### config.mk
export PLATFORM = sky130hd
export DESIGN_NAME = sd_response_stream
export DESIGN_NICKNAME = d
export VERILOG_FILES = /design/src/rtl/sd_response_stream.sv
export SDC_FILE = /design/constraint.sdc
export NUM_CORES = 1
export LEC_CHECK = 0
export CAP_MARGIN = 10
export CORE_MARGIN = 3
export CORE_UTILIZATION = 55
export CTS_CLUSTER_DIAMETER = 200
export DETAILED_ROUTE_END_ITERATION = 8
export PLACE_DENSITY_LB_ADDON = 0.12
export SYNTH_ARGS = -nofsm -noshare
export SYNTH_HDL_FRONTEND = slang
export SYNTH_SLANG_ARGS = --single-unit
### constraint.sdc
create_clock -name clock -period 3.6 [get_ports clock]
set_input_delay 0.72 -clock clock [delete_from_list [all_inputs] [get_ports clock]]
set_output_delay 0.72 -clock clock [all_outputs]
set_load 0.005 [all_outputs]
### src/rtl/sd_response_stream.sv
// rtl/sd_response_stream.sv - SD card CMD-line response frame transmitter
//
// Serialises a 48-bit SD response frame on the CMD line:
// start bit, transmission bit, 38-bit payload, CRC7, end bit.
// Line changes are made only on detected falling sd_clock edges, so the
// host can sample on rising edges.
//
// Optional feature macro: SD_RESP_NO_CRC_EN (adds no_crc input; when latched
// high, bits 7:1 are sent as all ones instead of CRC7, as for R3).
//
// Ports:
//   clock          system clock, sole clock domain
//   reset_n        asynchronous active-low reset
//   sd_clock       raw SD clock, synchronised internally
//   write_enabled  0 aborts any frame and holds the block idle
//   start          1-cycle request, payload latched this cycle
//   no_crc         (SD_RESP_NO_CRC_EN only) send 7'h7F in place of CRC7
//   data           payload {cmd_index[5:0], arg[31:0]}, frame bits 45:8
//   sd_serial_out  CMD line drive value
//   sd_serial_oe   CMD line output enable
//   busy           frame in progress
//   done           1-cycle pulse when the frame completes and the line is released

module sd_response_stream #(
  parameter int unsigned NCR_CYCLES = 2
) (
  input  logic        clock,
  input  logic        reset_n,
  input  logic        sd_clock,
  input  logic        write_enabled,
  input  logic        start,
`ifdef SD_RESP_NO_CRC_EN
  input  logic        no_crc,
`endif
  input  logic [37:0] data,
  output logic        sd_serial_out,
  output logic        sd_serial_oe,
  output logic        busy,
  output logic        done
);

  typedef enum logic [1:0] {
    ST_IDLE,
    ST_WAIT_NCR,
    ST_SEND,
    ST_RELEASE
  } state_t;

  state_t      state;
  logic        sd_clock1;
  logic        sd_clock2;
  logic        sd_clock3;
  logic        fall;
  logic [37:0] payload;
  logic        no_crc_q;
  logic [3:0]  ncr_cnt;
  logic [5:0]  idx;
  logic [6:0]  crc;
  logic        send_bit;
  logic [38:0] frame_hi;
  logic [2:0]  crc_sel;

  assign fall = sd_clock3 && !sd_clock2;

  // Frame bits 46..8: transmission bit followed by the latched payload.
  assign frame_hi = {1'b0, payload};
  assign crc_sel  = idx[2:0] - 3'd1;

  // Bit to drive for frame position idx (used in ST_SEND).
  always_comb begin
    send_bit = 1'b1;
    if (idx >= 6'd8) begin
      send_bit = frame_hi[idx - 6'd8];
    end else if (idx != 6'd0) begin
      send_bit = no_crc_q ? 1'b1 : crc[crc_sel];
    end
  end

  // One serial CRC7 step, polynomial x^7 + x^3 + 1.
  function automatic logic [6:0] crc_step(input logic [6:0] c, input logic b);
    logic fb;
    fb = b ^ c[6];
    return {c[5:3], c[2] ^ fb, c[1:0], fb};
  endfunction

  always_ff @(posedge clock or negedge reset_n) begin
    if (!reset_n) begin
      state         <= ST_IDLE;
      sd_clock1     <= 1'b0;
      sd_clock2     <= 1'b0;
      sd_clock3     <= 1'b0;
      payload       <= '0;
      no_crc_q      <= 1'b0;
      ncr_cnt       <= '0;
      idx           <= '0;
      crc           <= '0;
      sd_serial_out <= 1'b1;
      sd_serial_oe  <= 1'b0;
      busy          <= 1'b0;
      done          <= 1'b0;
    end else begin
      sd_clock1 <= sd_clock;
      sd_clock2 <= sd_clock1;
      sd_clock3 <= sd_clock2;
      done      <= 1'b0;
      if (!write_enabled) begin
        // Abort takes priority over everything and never produces done.
        state         <= ST_IDLE;
        sd_serial_oe  <= 1'b0;
        sd_serial_out <= 1'b1;
        busy          <= 1'b0;
      end else begin
        case (state)
          ST_IDLE: begin
            sd_serial_oe  <= 1'b0;
            sd_serial_out <= 1'b1;
            if (start) begin
              payload <= data;
`ifdef SD_RESP_NO_CRC_EN
              no_crc_q <= no_crc;
`else
              no_crc_q <= 1'b0;
`endif
              ncr_cnt <= 4'(NCR_CYCLES);
              crc     <= '0;
              busy    <= 1'b1;
              state   <= ST_WAIT_NCR;
            end
          end
          ST_WAIT_NCR: begin
            if (fall) begin
              if (ncr_cnt == 4'd0) begin
                sd_serial_out <= 1'b0;
                sd_serial_oe  <= 1'b1;
                crc           <= crc_step(crc, 1'b0);
                idx           <= 6'd46;
                state         <= ST_SEND;
              end else begin
                ncr_cnt <= ncr_cnt - 4'd1;
              end
            end
          end
          ST_SEND: begin
            if (fall) begin
              sd_serial_out <= send_bit;
              // CRC covers frame bits 47..8 only; it is frozen while sent.
              if (idx >= 6'd8) begin
                crc <= crc_step(crc, send_bit);
              end
              if (idx == 6'd0) begin
                state <= ST_RELEASE;
              end else begin
                idx <= idx - 6'd1;
              end
            end
          end
          ST_RELEASE: begin
            if (fall) begin
              sd_serial_oe  <= 1'b0;
              sd_serial_out <= 1'b1;
              busy          <= 1'b0;
              done          <= 1'b1;
              state         <= ST_IDLE;
            end
          end
          default: state <= ST_IDLE;
        endcase
      end
    end
  end

endmodule

==> summary.txt <==
Run status
  – Status: finished clean

STA
  – Post-layout minimum cycle time: 2750 ps
  – Worst-margin pin slew: 924 ps
  – Setup tns final: 0 ps
  – Period utilization: roughly three quarters
  – Max-slew headroom: 38.3%
  – RSZ-0062 raised after global routing: no
  – Worst-case clock skew: about 5.6 ps
  – Slew Viols, Final: 0
  – Endpoints failing setup: 0
  – F_max: 363 MHz
  – Setup WS post-layout: 847 ps
  – Fin. Hold Viols: 0

GRT
  – GRT Total Usage: 20.6%
  – Largest net degree at the start of global routing: 42
  – First-pass GRT wire length: 11900 um
  – Vias in the first global route: ~2600
  – Final global-route overflow total: 0
  – Initial antenna violation count: 0

Drt
  – DRC viols: 0
  – Pre-antenna DRT Iters: 5
  – Initial DRC Count: around 180
  – WL/cell: approximately 17 um
  – Drt total wl: 7000 um
  – ANT nets after route: 0
  – Via density: between 6 and 7
  – Vias: ~2600

Synthesis
  – Post-synth EDFFs: 0
  – Post-Syn Area: between 0.003 and 0.004 sq mm
  – Top FF cell, synth: dfrtp_1
  – Mapped Cells: 298
  – Synthesized flop and latch total: 64
  – Mean Syn Cell Area: about 12 sq um
  – Sequential area share after synthesis: a little under half
  – Syn. warnings: 0
  – Syn_nets: between 300 and 400
  – Asr flop ratio synth: 100%
  – Synth cell types: 67

Critical path
  – Crit path capture type: flip-flop
  – Crit start category: flip-flop
  – CP Data Required Time: 3810 ps
  – Crit path max fanout: 18
  – Crit path DAT: between 2000 and 3000 ps
  – Kind of critical path: reg -> reg

Floorplanning
  – Row count: 28
  – Top Ports: between 40 and 50
  – Die Y: 85.9 um
  – Die ar.: between 0.007 and 0.008 sq mm
  – Core Footprint: 0.00606 sq mm
  – Initial Utilization: 58.0%
  – Die W: 85.9 um

Finish
  – Area growth, synth to finish: 18.5%
  – Sequential cell area: 0.00160 sq mm
  – Commonest non-fill, non-tap cell in the layout: dfrtp_1
  – Most frequent cells in the layout: dfrtp_1 (63), clkdlybuf4s50_1 (45), mux2_2 (41)
  – Fill count: 460
  – N_diodes: 0
  – Fin area: roughly 0.0042 sq mm
  – Final design utilization: 68.7%
  – Multi-input logic area: 0.00176 sq mm
  – Nets: 397
  – Share of cells above drive strength 1: 22.6%

Clock network
  – Clock transition at path regs: approximately 70 ps
  – Clock Root Buffer: clkbuf_8
  – Cts repair resizes: 0
  – Clock Path Buffers: 2
  – Inserted Clock Buffers: 9
  – Setup bufs post-CTS: 0
  – CTS Hold Buffers Added: 0
  – Worst-Skew Late Latency: about 340 ps
  – CTS tree: done
  – Clk sinks: 64
  – Maximum level of the CTS H-tree: 3

Flow run
  – Maxcap violations: 0

Placement
  – Pre-CTS WS: 833 ps
  – Post-DP HPWL: 4840 um
  – GPL Wtd Cong: 0.897
  – DP Area: 0.00399 sq mm
  – Port Buf Inserts: 46

Min path
  – Hold crit path type: in -> async

Power and ir drop
  – PD cells: 670 mW/mm^2
  – Leakage: 1.73 nW
  – Max IR drop VDD: between 0.3 and 0.4 mV
-- cell type report --
type                       instances  share of cell area, %
multi-input combinational        206                   42.2
sequential                        64                   38.5
timing repair buffer              50                   11.7
clock buffer                      10                   3.31
tap                               75                   2.25
inverter                          14                   1.26
clock inverter                     5                  0.811
-- worst max-delay path: stages (launching register included) --
cell,delay [ps]
dfrtp_1,940
inv_1,140
ha_1,400
mux4_1,320
nor3_1,280
o32ai_1,130
a222oi_1,280
nand3b_1,110
-- layer usage --
layer / GRT usage, % / share of wire [%] / vias to the layer above
li1: - / - / 1207
met1: 26.2 / 45 / 1243
met2: 33.8 / 47 / 96
met3: 6.53 / 6.3 / 11
met4: 5.90 / 1.4 / 0
met5: 0 / 0 / -
-- flip-flops by register name, indices dropped and copies added (netlist names) --
register / cells
state: 2
sd_clock2: 1
sd_clock3: 1
payload: 38
sd_serial_out: 1
done: 1
busy: 1
sd_serial_oe: 1
crc: 7
ncr_cnt: 4
idx: 6
sd_clock1: 1
-- synth_stat cells, types with 4 or more instances --
library cell,number,share of area [%]
nor3_1,5,0.71
mux4_1,5,3.7
nand2_1,24,2.6
clkbuf_1,7,0.75
mux2i_1,5,1.4
nor2_1,11,1.2
o21ai_0,20,2.8
a21oi_1,8,1.1
dfrtp_1,63,45
inv_1,14,1.5
nand3_1,5,0.71
mux2_2,41,13
nor2b_1,6,1.1
a22oi_1,4,0.85
ha_1,9,3.2
-- through the flow --
step | cells | hold slack [ps] | total power, mW
2_1_floorplan | 298 | 331 | 1.99
3_3_place_gp | 409 | 346 | 2.21
4_1_cts | 424 | 362 | 2.80
6_report | 424 | 353 | 2.79
5_1_grt | 424 | 374 | 2.99
3_5_place_dp | 409 | 337 | 2.25
-- power breakdown --
group          switching, mW  internal (mW)  total (mW)
sequential             0.204          0.990        1.19
combinational          0.475          0.577        1.05
clock                  0.280          0.263       0.543
total                  0.959           1.83        2.79
-- cell families after synthesis --
group / share of synthesized area, %
compound gates: 14.7
simple gates: 10.9
flops: 45.6
mux: 20.6
buf+inv: 4.52
fa+ha+maj: 3.20
xor+xnor: 0.498
-- path summary, 6_finish.rpt --
path,start,to,slack (ps),cells past startpoint
setup reg to reg,idx[0],crc[3],850,7
hold / removal,reset_n,payload[33],350,1
min in group clock,sd_clock1,sd_clock2,370,0
setup / recovery,idx[0],crc[3],850,7
max in group asynchronous,reset_n,crc[6],2300,2
hold reg to reg,sd_clock1,sd_clock2,370,0
(Power assumes the default switching activity.)
